--- src/rtl/sobel_pkg.sv ---
// rtl/sobel_pkg.sv - shared types and clamp helper for the Sobel threshold controller
package sobel_pkg;

  localparam int TH_W = 21;

  typedef enum logic [1:0] {
    RUN   = 2'd0,
    EVAL  = 2'd1,
    APPLY = 2'd2
  } state_t;

  // Signed intermediate so that underflow from a negative step clamps low.
  function automatic logic [TH_W-1:0] clamp_th(
    input logic signed [TH_W+1:0] val,
    input logic        [TH_W-1:0] lo,
    input logic        [TH_W-1:0] hi
  );
    logic signed [TH_W+1:0] lo_s;
    logic signed [TH_W+1:0] hi_s;
    lo_s = $signed({2'b00, lo});
    hi_s = $signed({2'b00, hi});
    if (val < lo_s)
      clamp_th = lo;
    else if (val > hi_s)
      clamp_th = hi;
    else
      clamp_th = val[TH_W-1:0];
  endfunction

endpackage

--- src/rtl/sobel_frame_stat.sv ---
// rtl/sobel_frame_stat.sv - vsync edge detect and saturating per-frame edge-pixel counter
module sobel_frame_stat
  import sobel_pkg::*;
#(
  parameter int CNT_W = 22
) (
  input  logic             clk,
  input  logic             rst_n,
  input  logic             sobel_vs,
  input  logic             sobel_de,
  input  logic [7:0]       sobel_data,
  input  logic             snap_en,
  output logic             vs_rise,
  output logic [CNT_W-1:0] edge_count
);

  logic             vs_r;
  logic [CNT_W-1:0] cnt;
  logic             is_edge;

  assign vs_rise = sobel_vs & ~vs_r;
  assign is_edge = sobel_de && (sobel_data == 8'h00);

  // Counting never stops; only the snapshot is gated so an ignored vsync keeps the frame intact.
  always_ff @(posedge clk or negedge rst_n) begin
    if (!rst_n) begin
      vs_r       <= 1'b0;
      cnt        <= '0;
      edge_count <= '0;
    end else begin
      vs_r <= sobel_vs;
      if (vs_rise && snap_en) begin
        edge_count <= cnt;
        cnt        <= '0;
      end else if (is_edge && (cnt != {CNT_W{1'b1}})) begin
        cnt <= cnt + 1'b1;
      end
    end
  end

endmodule

--- src/rtl/sobel_thresh_ctrl.sv ---
// rtl/sobel_thresh_ctrl.sv - frame-synchronous threshold controller for the Sobel edge stage
module sobel_thresh_ctrl
  import sobel_pkg::*;
#(
  parameter logic [TH_W-1:0] TH_INIT = 21'd150,
  parameter logic [TH_W-1:0] TH_MIN  = 21'd16,
  parameter logic [TH_W-1:0] TH_MAX  = 21'd2040,
  parameter logic [TH_W-1:0] TH_STEP = 21'd8,
  parameter int              CNT_W   = 22
) (
  input  logic             clk,
  input  logic             rst_n,
  input  logic             sobel_vs,
  input  logic             sobel_de,
  input  logic [7:0]       sobel_data,
  input  logic             inc_req,
  input  logic             dec_req,
  input  logic             cfg_wr,
  input  logic [TH_W-1:0]  cfg_wdata,
  input  logic             auto_en,
  input  logic [CNT_W-1:0] edge_lo,
  input  logic [CNT_W-1:0] edge_hi,
  output logic [TH_W-1:0]  threshold,
  output logic [CNT_W-1:0] edge_count,
  output logic             frame_done,
  output logic             stat_valid
);

  state_t state_q, state_d;

  logic                   vs_rise;
  logic                   snap_en;
  logic                   first_seen;
  logic                   load_pend, load_pend_d;
  logic [TH_W-1:0]        load_val, load_val_d;
  logic signed [4:0]      delta, delta_d;
  logic                   lp_base;
  logic signed [4:0]      d_base;
  logic [TH_W-1:0]        th_next;
  logic [TH_W-1:0]        th_calc;
  logic signed [TH_W+1:0] sum;
  logic signed [TH_W+1:0] delta_ext;
  logic signed [TH_W+1:0] step_ext;

  assign snap_en = (state_q == RUN);

  sobel_frame_stat #(.CNT_W(CNT_W)) u_stat (
    .clk        (clk),
    .rst_n      (rst_n),
    .sobel_vs   (sobel_vs),
    .sobel_de   (sobel_de),
    .sobel_data (sobel_data),
    .snap_en    (snap_en),
    .vs_rise    (vs_rise),
    .edge_count (edge_count)
  );

  always_comb begin
    state_d = state_q;
    case (state_q)
      RUN:     if (vs_rise) state_d = EVAL;
      EVAL:    state_d = APPLY;
      APPLY:   state_d = RUN;
      default: state_d = RUN;
    endcase
  end

  // Pending requests are consumed when th_next is captured, so requests seen in EVAL land next frame.
  always_comb begin
    lp_base     = load_pend;
    d_base      = delta;
    if (state_q == EVAL) begin
      lp_base = 1'b0;
      d_base  = 5'sd0;
    end
    load_pend_d = lp_base;
    load_val_d  = load_val;
    delta_d     = d_base;
    if (cfg_wr) begin
      load_pend_d = 1'b1;
      load_val_d  = cfg_wdata;
      delta_d     = 5'sd0;
    end else if (!lp_base && inc_req && !dec_req && (d_base != 5'sd15)) begin
      delta_d = d_base + 5'sd1;
    end else if (!lp_base && dec_req && !inc_req && (d_base != -5'sd15)) begin
      delta_d = d_base - 5'sd1;
    end
  end

  always_comb begin
    delta_ext = {{(TH_W-3){delta[4]}}, delta};
    step_ext  = {2'b00, TH_STEP};
    sum       = {2'b00, threshold};
    if (load_pend)
      sum = {2'b00, load_val};
    else if (delta != 5'sd0)
      sum = {2'b00, threshold} + delta_ext * step_ext;
    else if (auto_en && stat_valid) begin
      if (edge_count > edge_hi)
        sum = {2'b00, threshold} + step_ext;
      else if (edge_count < edge_lo)
        sum = {2'b00, threshold} - step_ext;
    end
    th_calc = clamp_th(sum, TH_MIN, TH_MAX);
  end

  always_ff @(posedge clk or negedge rst_n) begin
    if (!rst_n) begin
      state_q    <= RUN;
      first_seen <= 1'b0;
      stat_valid <= 1'b0;
      load_pend  <= 1'b0;
      load_val   <= '0;
      delta      <= 5'sd0;
      th_next    <= TH_INIT;
      threshold  <= TH_INIT;
      frame_done <= 1'b0;
    end else begin
      state_q    <= state_d;
      load_pend  <= load_pend_d;
      load_val   <= load_val_d;
      delta      <= delta_d;
      frame_done <= 1'b0;
      if ((state_q == RUN) && vs_rise) begin
        first_seen <= 1'b1;
        stat_valid <= first_seen;
      end
      if (state_q == EVAL)
        th_next <= th_calc;
      if (state_q == APPLY) begin
        threshold  <= th_next;
        frame_done <= 1'b1;
      end
    end
  end

endmodule

--- config.mk ---
export PLATFORM = sky130hd
export DESIGN_NAME = sobel_thresh_ctrl
export DESIGN_NICKNAME = d
export VERILOG_FILES = /design/src/rtl/sobel_pkg.sv /design/src/rtl/sobel_frame_stat.sv /design/src/rtl/sobel_thresh_ctrl.sv
export SDC_FILE = /design/constraint.sdc
export NUM_CORES = 1
export LEC_CHECK = 0
export CAP_MARGIN = 25
export CELL_PAD_IN_SITES_DETAIL_PLACEMENT = 0
export CELL_PAD_IN_SITES_GLOBAL_PLACEMENT = 1
export CORE_MARGIN = 2
export CORE_UTILIZATION = 46
export DETAILED_ROUTE_END_ITERATION = 12
export PLACE_DENSITY = 0.89
export SYNTH_ARGS = -nofsm -noshare
export SYNTH_HDL_FRONTEND = slang
export SYNTH_SLANG_ARGS = --single-unit
--- constraint.sdc ---
create_clock -name clk -period 8.8 [get_ports clk]
set_input_delay 2.64 -clock clk [delete_from_list [all_inputs] [get_ports clk]]
set_output_delay 2.64 -clock clk [all_outputs]
set_load 0.1 [all_outputs]
==> metrics.cfg, run 1 <==
[floorplan]
io_pins = 126
rows = 49
die_area_mm2 = 0.01926
die_w_um = 138.8
core_mm2 = 0.01790
start_util_pct = 46.69
die_h_um = 138.8

[layout]
ff_latch_area_mm2 = 0.002988
fillers = 1611
nets = 1157
mostFrequentLayoutCell = clkdlybuf4s50_1
area_growth_pct = 23.67
layout_common_cells = clkdlybuf4s50_1, dfrtp_1, nand2_1, ha_1, nor2_1
fin_util_pct = 57.74
multiInputGateArea_mm2 = 0.004957
stdcell_area_mm2 = 0.01034
antenna_cells = 0
drive_above_1_share_pct = 13.64

[synthesis]
ys_types = 87
syn-instance-count = 888
ys_async_sr_fraction_pct = 100.0
synth_fp_nets = 1039
yosysWarnings = 0
avgSynthCellArea_um2 = 9.412
synth_ff_type = dfrtp_1
ys_seq_area_share_pct = 35.75
synth_edf_count = 0
ys_seq_elements = 119
syn_area_mm2 = 0.008358

[setup_path]
r2r_cells = 11
cp-end-kind = flip-flop
cp_data_arrival_time_ns = 6.74
crit_path_top_delay_cell = o41ai_1
crit_path_max_fanout = 14
path_delay_family = compound AO/OA/AOI/OAI gates
path_buf_inv = 2
cp-start-kind = input port
required_ns = 9.09
worstSetupPathType = in2reg
cp_cell_sequence = clkdlybuf4s50_1, inv_1, ha_1, a21oi_1, nand2_1, a211oi_1, o2111a_2, nor2_1, o31a_1, o41ai_1, nand4b_1, nor4b_1, o41ai_1
cp.depth = 13
cpPeakStageDelay_ns = 0.60
cp_common_cell = o41ai_1

[timing]
finalWorstSetupSlack_ns = 2.355
finClkSkew_ns = 0.01525
hold_violations = 0
tightest_slew_ns = 1.010
finalSetupTns_ns = 0
finalSetupViolCount = 0
rsz0062_at_grt = false
post-route-min-period_ns = 6.445
slew_headroom_pct = 32.47
fmax_mhz = 155.2
slew_violations = 0
period_share_pct = 73.23

[cts]
cts_tree = built
cts-htree-levels = 4
cts_sinks = 119
clkTransAtPathRegs_ns = 0.06
cts_resized = 0
cts_hold_buf = 0
cts_buffer_depth = 2
cts_inserted_buffers = 17
clk_latency_ns = 0.43
cts-root-buf = clkbuf_16
cts_setup_buffers = 0

[route]
wl_met2_um = 10120
postRouteWirelength_um = 22130
dr.pass1.iters = 5
routedWlPerCell_um = 17.73
drt_iter0_markers = 497
vias = 7320
viasPerCell = 5.865
dr.max_layer_used = met4
wl_met1_um = 10250
route.met3.wl_um = 1258
ant_nets = 0
drc = 0

[place]
routabilityCongestion = 0.8907
pre_cts_slack_ns = 2.016
place_hpwl_um = 16430
placed_area_mm2 = 0.009758
numPortBuffers = 125

[pwr]
leakagePower_nw = 4.691
ir_drop_mv = 0.1424
total_power_mw = 1.918
powerDensity_mw_per_mm2 = 185.5

[job]
max_cap_viol_count = 0

[run_status]
status = finished, final reports clean

[global_route]
grt_max_degree = 66
grt_pass1_wl_um = 36660
grt_usage_pct = 23.45
grt_pass1_vias = 7166
antenna_found_initial = 0
overflow = 0

[worst_hold_path]
hp-class = reg2reg
min_path_cells = 1

## power by group
group / switching, mW / internal (mW)
clock network: 0.275 / 0.396
logic: 0.363 / 0.212
registers: 0.0768 / 0.595
total: 0.715 / 1.20
## sequential cells by signal (all words and copies together) (netlist names)
register / flops
first_seen: 1
th_next: 21
u_stat.edge_count: 22
load_pend: 1
state_q: 2
frame_done: 1
load_val: 21
threshold: 21
u_stat.vs_r: 1
stat_valid: 1
u_stat.cnt: 22
delta: 5
## per-layer routing
metal  track usage [%]  vias to the layer above
li1                  -                     3506
met1             32.95                     3541
met2             36.30                      234
met3             4.800                       39
met4             7.921                        0
met5                 0                        -
## through the flow
| stage | instances | hold slack [ns] |
|---|---|---|
| 6_report | 1248 | 0.4654 |
| 4_1_cts | 1247 | 0.4655 |
| 3_5_place_dp | 1215 | 0.4521 |
| 2_1_floorplan | 888 | 0.4334 |
| 3_3_place_gp | 1215 | 0.4483 |
| 5_1_grt | 1248 | 0.4830 |
## final cells by class
cell class,instances,area share (%)
clock inverters,14,1.392
flip-flops and latches,119,28.91
clock buffers,18,4.152
repair buffers,133,12.64
multi-input cells,675,47.96
inverters,60,2.179
well taps,229,2.772
## kinds of logic (layout without fill, tap and decap cells)
| logic type | Yosys count | count (layout) | synth area share [%] |
|---|---|---|---|
| muxes | 67 | 67 | 8.907 |
| xor gates and xnor gates | 41 | 41 | 4.296 |
| and+or+nand+nor | 313 | 313 | 20.10 |
| AOI/OAI and AO/OA | 184 | 184 | 15.33 |
| buffers and inverters | 94 | 225 | 5.045 |
| DFF | 119 | 119 | 35.75 |
| adders and majority gates | 70 | 70 | 10.57 |
## cells in the mapped netlist (5+ instances only)
| library cell | n | area (µm²) |
|---|---|---|
| a211oi_1 | 11 | 82.58 |
| a21o_1 | 8 | 60.06 |
| a21oi_1 | 52 | 260.3 |
| a22oi_1 | 5 | 37.54 |
| and2_1 | 15 | 93.84 |
| and3_1 | 17 | 106.4 |
| clkbuf_1 | 20 | 75.07 |
| dfrtp_1 | 111 | 2778 |
| dfstp_2 | 8 | 210.2 |
| ha_1 | 69 | 863.3 |
| inv_1 | 60 | 225.2 |
| mux2_2 | 59 | 664.4 |
| mux2i_1 | 8 | 80.08 |
| nand2_1 | 70 | 262.8 |
| nand2b_1 | 9 | 56.30 |
| nand3_1 | 28 | 140.1 |
| nand4_1 | 19 | 118.9 |
| nor2_1 | 67 | 251.5 |
| nor2b_1 | 7 | 43.79 |
| nor3_1 | 20 | 100.1 |
| nor4_1 | 12 | 75.07 |
| o2111ai_1 | 6 | 52.55 |
| o21a_1 | 6 | 45.04 |
| o21ai_0 | 31 | 155.2 |
| o41ai_1 | 6 | 52.55 |
| or3_1 | 8 | 50.05 |
| or4_1 | 5 | 37.54 |
| xnor2_1 | 14 | 122.6 |
| xor2_1 | 27 | 236.5 |
## worst register-to-register path: stages (launching register included)
cell and delay, ns:
dfrtp_1 0.47, ha_1 0.40, nand4_4 0.17, nor4_4 0.33, nand2_2 0.09, o2111a_2 0.36, nor2_1 0.72, nor4_1 0.12
o41ai_1 0.60, nand4b_1 0.18, nor4b_1 0.53, o41ai_1 0.13
## final timing paths
| kind | slack (ns) | startpoint | endpoint |
|---|---|---|---|
| max in group asynchronous | 5.26 | rst_n | delta[4] |
| min in group asynchronous | 2.25 | rst_n | u_stat.cnt[0] |
| max | 2.36 | edge_hi[4] | th_next[0] |
| min reg2reg | 0.47 | first_seen | first_seen |
| min | 0.47 | first_seen | first_seen |
| max reg2reg | 4.56 | u_stat.edge_count[21] | th_next[0] |
(Power assumes the default switching activity.)
==> inputs of run 2 (changes only) <==
--- a/config.mk
+++ b/config.mk
@@ -9,9 +9,9 @@
 export CELL_PAD_IN_SITES_DETAIL_PLACEMENT = 0
 export CELL_PAD_IN_SITES_GLOBAL_PLACEMENT = 1
 export CORE_MARGIN = 2
-export CORE_UTILIZATION = 46
+export CORE_UTILIZATION = 42
 export DETAILED_ROUTE_END_ITERATION = 12
-export PLACE_DENSITY = 0.89
+export PLACE_DENSITY = 0.83
 export SYNTH_ARGS = -nofsm -noshare
 export SYNTH_HDL_FRONTEND = slang
 export SYNTH_SLANG_ARGS = --single-unit
==> constraint.sdc (replaced) <==
create_clock -name clk -period 6.7 [get_ports clk]
set_input_delay 2.01 -clock clk [delete_from_list [all_inputs] [get_ports clk]]
set_output_delay 2.01 -clock clk [all_outputs]
set_load 0.1 [all_outputs]
==> metrics.cfg, run 2 (same netlist as run 1, synthesis figures left out) <==
[pwr]
ir_drop_mv = 0.1651
p_sw_share_pct = 37.21
p_sw_mw = 0.9377
internal-power_mw = 1.582
total_power_mw = 2.520
leakagePower_nw = 4.705
powerDensity_mw_per_mm2 = 242.6
power_frac_clock_pct = 34.9
power_frac_comb_pct = 30.2
seqPwrFrac_pct = 34.9

[floorplan]
die_area_mm2 = 0.02104
rows = 51
io_pins = 126
start_util_pct = 42.80
core_mm2 = 0.01953
die_h_um = 145.1
die_w_um = 145.1

[global_route]
grt_pass1_wl_um = 36650
antenna_found_initial = 0
met2_usage_pct = 33.74
grt_usage_pct = 21.46
grt_max_degree = 65
use_met1_pct = 29.93
overflow = 0
grt.busiest_layer = met2
grt_pass1_vias = 7077
use_met3_pct = 3.648

[place]
routabilityCongestion = 0.9058
numPortBuffers = 125
place_hpwl_um = 16490
place_inst = 1252
placed_area_mm2 = 0.009818
pre_cts_slack_ns = 0.4693

[timing]
fmax_mhz = 172.1
period_share_pct = 86.73
hold_violations = 0
whs_ns = 0.4636
rsz0062_at_grt = false
finalSetupTns_ns = 0
finClkSkew_ns = 0.01257
finalWorstSetupSlack_ns = 0.8890
tightest_slew_ns = 1.002
finalSetupViolCount = 0
slew_violations = 0
slew_headroom_pct = 32.59
post-route-min-period_ns = 5.811

[setup_path]
worstSetupPathType = in2reg
crit_path_max_fanout = 14
cp-start-kind = input port
required_ns = 6.98
cp-end-kind = flip-flop
ff2ff_setup_slack_ns = 2.36
cp_data_arrival_time_ns = 6.09
r2r_cells = 12
r2r-start = delta[4]
r2r_end = th_next[5]

[worst_hold_path]
hp-class = reg2reg
min_path_cells = 1
hp-start = first_seen
hold_path_end = first_seen

[route]
drt_iter0_markers = 402
routedWlPerCell_um = 17.26
postRouteWirelength_um = 22160
drc = 0
ant_nets = 0
vias = 7203
viasPerCell = 5.610
dr.pass1.iters = 4

[layout]
fillers = 1844
nets = 1157
layout_common_cells = clkdlybuf4s50_1, dfrtp_1, nand2_1, ha_1, nor2_1
antenna_cells = 0
final_cells = 1284
mostFrequentLayoutCell = clkdlybuf4s50_1
drive_above_1_share_pct = 13.64
reg_top3 = u_stat.cnt (22), u_stat.edge_count (22)
fin_util_pct = 53.20
area_growth_pct = 24.28
stdcell_area_mm2 = 0.01039

[cts]
clk_latency_ns = 0.42
cts_buffer_depth = 2
clkTransAtPathRegs_ns = 0.06
cts_setup_buffers = 0
cts_resized = 0
cts_inserted_buffers = 17
cts-htree-levels = 4
cts_tree = built
cts_hold_buf = 0
cts-root-buf = clkbuf_16
cts_sinks = 119

[run_status]
status = finished, final reports clean

[job]
max_cap_viol_count = 0

==> run 2: final cells by class <==
type | count | area, µm² | share of cell area, %
Tap cell | 265 | 331.6 | 3.192
Clock buffer | 18 | 429.2 | 4.132
Timing Repair Buffer | 133 | 1316 | 12.67
Multi-Input combinational cell | 675 | 4957 | 47.72
Clock inverter | 14 | 140.1 | 1.349
Sequential cell | 119 | 2988 | 28.76
Inverter | 60 | 225.2 | 2.168
==> run 2: how the worst max path moves through the flow <==
stage / endpoint / startpoint / slack (ns) / cells after the start
floorplan: th_next[10] / edge_hi[21] / 1.57 / 13
global placement: th_next[0] / edge_hi[21] / 0.57 / 13
detailed placement: th_next[0] / edge_hi[21] / 0.47 / 13
CTS: th_next[0] / edge_hi[21] / 0.93 / 13
global route: th_next[0] / edge_hi[21] / 0.50 / 13
finish: th_next[0] / edge_hi[21] / 0.89 / 13
==> run 2: worst max-delay path, cell delays in order <==
cell,delay [ns]
clkdlybuf4s50_1,0.45
inv_1,0.04
ha_1,0.35
nand4_4,0.16
nor4_4,0.35
nand2_2,0.09
o2111a_2,0.36
nor2_1,0.70
nor4_1,0.13
o41ai_1,0.57
nand4b_1,0.16
nor4b_1,0.59
o41ai_1,0.14
==> run 2: power by group through the flow <==
stage                     sequential, mW  clock (mW)  combinational [mW]
after floorplan                     1.02           0               0.394
after global placement             0.892           0               0.750
after detailed placement           0.892           0               0.754
after CTS                          0.879       0.898               0.759
after global routing               0.892       0.932               0.818
final                              0.880       0.879               0.760
==> run 2: layer usage <==
metal | share of wire (%) | vias to the layer above
met1 | 47 | 3456
met4 | 2.0 | 0
li1 | - | 3507
met3 | 4.7 | 38
met5 | 0 | -
met2 | 46 | 202
